===== src/rtl/keypad_pkg.sv =====
// Shared types and constants for the 4x4 keypad scanner.
// Bus addresses: status is at KEYPAD_ADDR and the key code at KEYPAD_ADDR+1.
package keypad_pkg;

  typedef enum logic [1:0] {
    SCAN     = 2'd0,
    DEBOUNCE = 2'd1,
    HELD     = 2'd2
  } state_e;

  localparam logic [3:0]  ROW_IDLE    = 4'hF;
  localparam logic [3:0]  ROW_RESET   = 4'b1110;
  localparam logic [11:0] KEYPAD_ADDR = 12'h500;
  localparam logic [11:0] STATUS_OFS  = 12'h000;
  localparam logic [11:0] DATA_OFS    = 12'h001;

  // Column priority: the lowest-numbered active-low column wins.
  function automatic logic [1:0] lowest_col(input logic [3:0] col);
    if (!col[0])      lowest_col = 2'd0;
    else if (!col[1]) lowest_col = 2'd1;
    else if (!col[2]) lowest_col = 2'd2;
    else              lowest_col = 2'd3;
  endfunction

  function automatic logic is_keypad_addr(input logic [11:0] addr);
    is_keypad_addr = (addr == KEYPAD_ADDR + STATUS_OFS) ||
                     (addr == KEYPAD_ADDR + DATA_OFS);
  endfunction

endpackage


===== src/rtl/scan_tick_gen.sv =====
// Scan prescaler: pulses tick_o for one clock every SCAN_DIV clocks.
// The counter restarts from zero on reset so the first tick lands SCAN_DIV clocks later.
module scan_tick_gen #(
  parameter int SCAN_DIV = 50000
) (
  input  logic clk,
  input  logic rst_n,
  output logic tick_o
);

  localparam int CW = (SCAN_DIV > 1) ? $clog2(SCAN_DIV) : 1;

  logic [CW-1:0] cnt_q, cnt_d;

  assign tick_o = (cnt_q == CW'(SCAN_DIV - 1));

  always_comb begin
    cnt_d = tick_o ? '0 : cnt_q + 1'b1;
  end

  always_ff @(posedge clk) begin
    if (!rst_n) cnt_q <= '0;
    else        cnt_q <= cnt_d;
  end

endmodule


===== src/rtl/keypad_scanner.sv =====
// Memory-mapped 4x4 keypad controller: row scan, debounce, key code latch and ready flag.
//   state    | meaning
//   SCAN     | rotating the driven row, looking for any low column
//   DEBOUNCE | row frozen, counting stable samples of the candidate column
//   HELD     | key accepted, row frozen, counting released samples
module keypad_scanner
  import keypad_pkg::*;
#(
  parameter int SCAN_DIV     = 50000,
  parameter int DEBOUNCE_CNT = 4
) (
  input  logic        clk,
  input  logic        rst_n,
  output logic [3:0]  rowwrite,
  input  logic [3:0]  colread,
  input  logic        readyclr,
  input  logic        a0,
  output logic [15:0] dataout
);

  localparam int CW = $clog2(DEBOUNCE_CNT + 1);

  state_e        state_q, state_d;
  logic [1:0]    row_q, row_d;
  logic [3:0]    rowwrite_q, rowwrite_d;
  logic [1:0]    cand_q, cand_d;
  logic [CW-1:0] cnt_q, cnt_d;
  logic [3:0]    keycode_q, keycode_d;
  logic          ready_q, ready_d;

  logic          tick;
  logic          any_low;
  logic [1:0]    low_col;
  logic [CW-1:0] cnt_inc;
  logic          cnt_full;
  logic          accept;

  scan_tick_gen #(.SCAN_DIV(SCAN_DIV)) u_tick (
    .clk    (clk),
    .rst_n  (rst_n),
    .tick_o (tick)
  );

  assign any_low  = (colread != ROW_IDLE);
  assign low_col  = lowest_col(colread);
  assign cnt_inc  = cnt_q + 1'b1;
  assign cnt_full = (cnt_inc == CW'(DEBOUNCE_CNT));

  always_ff @(posedge clk) begin
    if (!rst_n) begin
      state_q    <= SCAN;
      row_q      <= 2'd0;
      rowwrite_q <= ROW_RESET;
      cand_q     <= 2'd0;
      cnt_q      <= '0;
      keycode_q  <= 4'd0;
      ready_q    <= 1'b0;
    end else begin
      state_q    <= state_d;
      row_q      <= row_d;
      rowwrite_q <= rowwrite_d;
      cand_q     <= cand_d;
      cnt_q      <= cnt_d;
      keycode_q  <= keycode_d;
      ready_q    <= ready_d;
    end
  end

  always_comb begin
    state_d    = state_q;
    row_d      = row_q;
    rowwrite_d = rowwrite_q;
    cand_d     = cand_q;
    cnt_d      = cnt_q;
    keycode_d  = keycode_q;
    accept     = 1'b0;

    unique case (state_q)
      SCAN: begin
        if (tick) begin
          if (!any_low) begin
            row_d      = row_q + 2'd1;
            rowwrite_d = {rowwrite_q[2:0], rowwrite_q[3]};
          end else begin
            cand_d = low_col;
            if (DEBOUNCE_CNT == 1) begin
              accept    = 1'b1;
              keycode_d = {row_q, low_col};
              cnt_d     = '0;
              state_d   = HELD;
            end else begin
              cnt_d   = CW'(1);
              state_d = DEBOUNCE;
            end
          end
        end
      end
      DEBOUNCE: begin
        if (tick) begin
          if (any_low && (low_col == cand_q)) begin
            if (cnt_full) begin
              accept    = 1'b1;
              keycode_d = {row_q, cand_q};
              cnt_d     = '0;
              state_d   = HELD;
            end else begin
              cnt_d = cnt_inc;
            end
          end else begin
            cnt_d      = '0;
            state_d    = SCAN;
            row_d      = row_q + 2'd1;
            rowwrite_d = {rowwrite_q[2:0], rowwrite_q[3]};
          end
        end
      end
      HELD: begin
        // Release must be seen on DEBOUNCE_CNT consecutive ticks; any low column restarts it.
        if (tick) begin
          if (any_low) begin
            cnt_d = '0;
          end else if (cnt_full) begin
            cnt_d      = '0;
            state_d    = SCAN;
            row_d      = row_q + 2'd1;
            rowwrite_d = {rowwrite_q[2:0], rowwrite_q[3]};
          end else begin
            cnt_d = cnt_inc;
          end
        end
      end
      default: state_d = SCAN;
    endcase

    ready_d = accept | (ready_q & ~readyclr);
  end

  always_comb begin
    rowwrite = rowwrite_q;
    dataout  = a0 ? {12'h000, keycode_q} : {15'b0, ready_q};
  end

endmodule


===== config.mk =====
export PLATFORM = sky130hd
export DESIGN_NAME = keypad_scanner
export DESIGN_NICKNAME = d
export VERILOG_FILES = /design/src/rtl/keypad_pkg.sv /design/src/rtl/scan_tick_gen.sv /design/src/rtl/keypad_scanner.sv
export SDC_FILE = /design/constraint.sdc
export NUM_CORES = 1
export LEC_CHECK = 0
export ABC_AREA = 0
export ABC_CLOCK_PERIOD_IN_PS = 6910
export BUFFER_PORTS_ARGS = -buffer_cell sky130_fd_sc_hd__buf_2
export CAP_MARGIN = 20
export CORE_ASPECT_RATIO = 1.1
export CORE_MARGIN = 3
export CORE_UTILIZATION = 55
export CTS_BUF_LIST = sky130_fd_sc_hd__clkbuf_4 sky130_fd_sc_hd__clkbuf_8
export CTS_CLUSTER_DIAMETER = 50
export DETAILED_ROUTE_END_ITERATION = 16
export MAX_ROUTING_LAYER = met4
export PLACE_DENSITY = 0.82
export SLEW_MARGIN = 20
export SYNTH_ARGS = -nofsm -noshare
export SYNTH_HDL_FRONTEND = slang
export SYNTH_SLANG_ARGS = --single-unit

===== constraint.sdc =====
create_clock -name clk -period 6.91 [get_ports clk]
set_input_delay 0.3455 -clock clk [delete_from_list [all_inputs] [get_ports clk]]
set_output_delay 0.3455 -clock clk [all_outputs]
set_load 0.05 [all_outputs]

==> results.ini <==
[route]
via_count=1503
drc=0
ant_nets=0
wl_mm=3.39
wl_per_cell_um=12.8
drt_iter0_drc=109
vias_per_cell=5.65
dr.pass1.iters=4

[worst_setup_path]
timing.critical_path.to_type=flop
critical_path_required_ns=7.18
slowest_stage=or4_1
critical_path_class=flop to flop
cp_cell_sequence=or4bb_1 > or4_1 > a221o_1 > or3_1 > a21oi_1
worstPathMaxFanout=6
crit_path_max_incr_delay_ns=0.63
crit_arrival_ns=2.80
crit_path_start_kind=flop

[grt]
gr-total-overflow=0
grt_use_met1_pct=24.6
grt.busiest_layer=met2
first_global_vias=1309
grtUsageMet2_pct=28.6
grt_util_met3_pct=5.27
grt_usage_pct=19.2
antenna_found_initial=0
grt_pass1_wl_mm=5.69
grt_max_degree=18

[pwr]
power_density_nw_per_um2=190
p_comb_share_pct=13.0
ir_drop_mv=0.114
seq_power_share_pct=54.9
p_sw_share_pct=28.1
p_clk_share_pct=32.1
p_leak_uw=0.000774
switching_power_uw=104
p_int_uw=265

[yosys]
synth-seq-cells=34
post-synth-top-area-cell=dfxtp_1
synth_compound_area_share_pct=14.3
syn_avg_cell_area_sq_um=8.48
muxShareOfSynthArea_pct=2.26
synth_ff_type=dfxtp_1
synth-simple-area-share_pct=26.6
synth_top_area_share_pct=37.3
syn_inst=215
synth-warning-count=0
synth_fa_ha_area_share_pct=4.80
synth_edf_count=0
synth_top_family_by_area=simple AND/OR/NAND/NOR gates
syn-cell-area_sq_um=1820
synthTopCellsByArea=dfxtp_1 37%, nand3_1 5.2%, buf_4 4.9%
synth_xor_area_share_pct=7.20
yosysUniqueCellTypes=44
ys_seq_area_share_pct=37.3
synth-async-reset-ratio_pct=0

[timing]
slew_headroom_pct=55.0
clock_skew_ns=0.0128
final.setup.tns_ns=0
setup_viol=0
hold_violations=0
fin_crit_sh_pct=36.6
rsz0062_at_grt=no
drv_slew=0
tightest_slew_ns=0.668
min_period_ns=2.53
clock.fmax_mhz=396

[finish]
fin_area_sq_um=1940
layout-area-overhead-vs-synth_pct=6.17
drive_gt1_share_pct=12.5
diodes=0
fillers=282
instances_no_fill=266
nNetsFinal=246

[clocking]
cts_max_level=2
cts_tree=yes
cts_resized=0
cts_buffers=5
root_buffer=clkbuf_4
clk_pin_slew_ns=0.11
clock-sinks=34
cts_setup_buffers=0
ctsHoldBuffers=0
worstSkewPairLatency_ns=0.34
cts_buffer_depth=2

[floorplan]
ioPinCount=28
dieArea_sq_um=4040
core_area_sq_um=3100
rows=21
die_w_um=60.9
initial_core_util_pct=58.8
die_h_um=66.4

[placement]
port_buffers=15
placed_area_sq_um=1870
gp_congestion=0.917
dp.cells=258
hpwl_mm=2.41

[flow_run]
drv_cap=0

[min_path]
min_path_type=primary input to flop

[outcome]
status=finished, final reports clean

-- cells in the final DEF, fill, tap and decap left out, types with 3 or more instances in the layout --
master	Yosys	final
a21oi_1	12	12
and2_1	5	5
and3_1	6	6
and4_1	4	4
buf_2	1	15
clkbuf_4	0	6
conb_1	1	12
dfxtp_1	34	34
ha_1	7	7
inv_1	6	6
mux2i_1	3	3
nand2_1	12	12
nand2b_1	4	4
nand3_1	19	19
nand4_1	3	3
nor2_1	23	23
nor2b_1	3	3
o2111ai_1	3	3
o21ai_0	11	11
or3_1	3	3
xnor2_1	6	6
xor2_1	9	9
-- worst paths after layout --
path                                       start         endpoint  slack, ns  cells past startpoint
worst max-delay path            u_tick.cnt_q[14]         row_q[0]       4.38                      5
worst min-delay path                       rst_n      rowwrite[3]       0.30                      2
worst max register to register  u_tick.cnt_q[14]         row_q[0]       4.38                      5
worst min register to register   u_tick.cnt_q[0]  u_tick.cnt_q[0]       0.45                      1
-- routing by layer --
metal  wire length (um)  vias to the layer above  part of all wire (%)
met4                 51                        0                   1.5
met1               1690                      687                    50
met5                  0                        -                     0
li1                   -                      780                     -
met2               1510                       29                    44
met3                143                        7                   4.2
-- critical path: cells and delay by family, from the launching register on --
family           cells  cell delay [ns]
AO/OA/AOI/OAI        2             0.56
flip-flops           1             0.38
AND/OR/NAND/NOR      3             1.52
-- cells in the mapped netlist, types with 2 or more instances --
cell type  count
o21ai_0       11
a21o_1         2
o2111ai_1      3
or2_2          2
and2_1         5
nor2_1        23
dfxtp_1       34
o41ai_1        2
mux2i_1        3
xnor2_1        6
clkbuf_1       4
nand4_1        3
and4_1         4
a21oi_1       12
inv_1          6
nor2b_1        3
nand3_1       19
ha_1           7
nand2_1       12
nand2b_1       4
xor2_1         9
or3_1          3
buf_4         12
and3_1         6
-- flip-flops by register name, indices dropped and copies added, names as in the netlist --
name / cells
cand_q: 2
cnt_q: 3
keycode_q: 4
ready_q: 1
row_q: 2
rowwrite: 4
state_q: 2
u_tick.cnt_q: 16
-- final cells by class --
class                           instances  area (sq um)  share of cell area (%)
Inverter                                6          22.5                    1.16
Tap cell                               34          42.5                    2.20
Clock inverter                          1          5.00                   0.258
Multi-Input combinational cell        169          1050                    54.3
Clock buffer                            7          58.8                    3.04
Timing Repair Buffer                   15          75.1                    3.88
Sequential cell                        34           681                    35.1
-- stage by stage --
| stage | hold slack, ns | utilization (%) | setup slack, ns | power (uW) |
|---|---|---|---|---|
| finish | 0.301 | 62.5 | 4.38 | 369 |
| global route | 0.306 | 62.5 | 4.27 | 386 |
| CTS | 0.295 | 62.5 | 4.40 | 371 |
| detailed placement | 0.437 | 60.4 | 4.42 | 254 |
| global placement | 0.428 | 60.4 | 4.49 | 254 |
| floorplan | 0.413 | - | 4.55 | 251 |
-- power by group through the flow --
stage                     Combinational, uW  Clock, uW  Sequential, uW
after floorplan                        43.0          0             208
after global placement                 47.5          0             207
after detailed placement               47.2          0             207
after CTS                              47.6        121             202
after global routing                   52.6        130             203
final                                  47.9        118             203
-- cells by family (layout without fill, tap and decap cells) --
group	Yosys count	after routing
AOI/OAI and AO/OA	40	40
xor gates and xnor gates	15	15
adders and majority gates	7	7
buffers and inverters	23	29
DFF	34	34
muxes	4	4
other	1	12
and+or+nand+nor	91	91
Power figures use the tool's default switching activity.
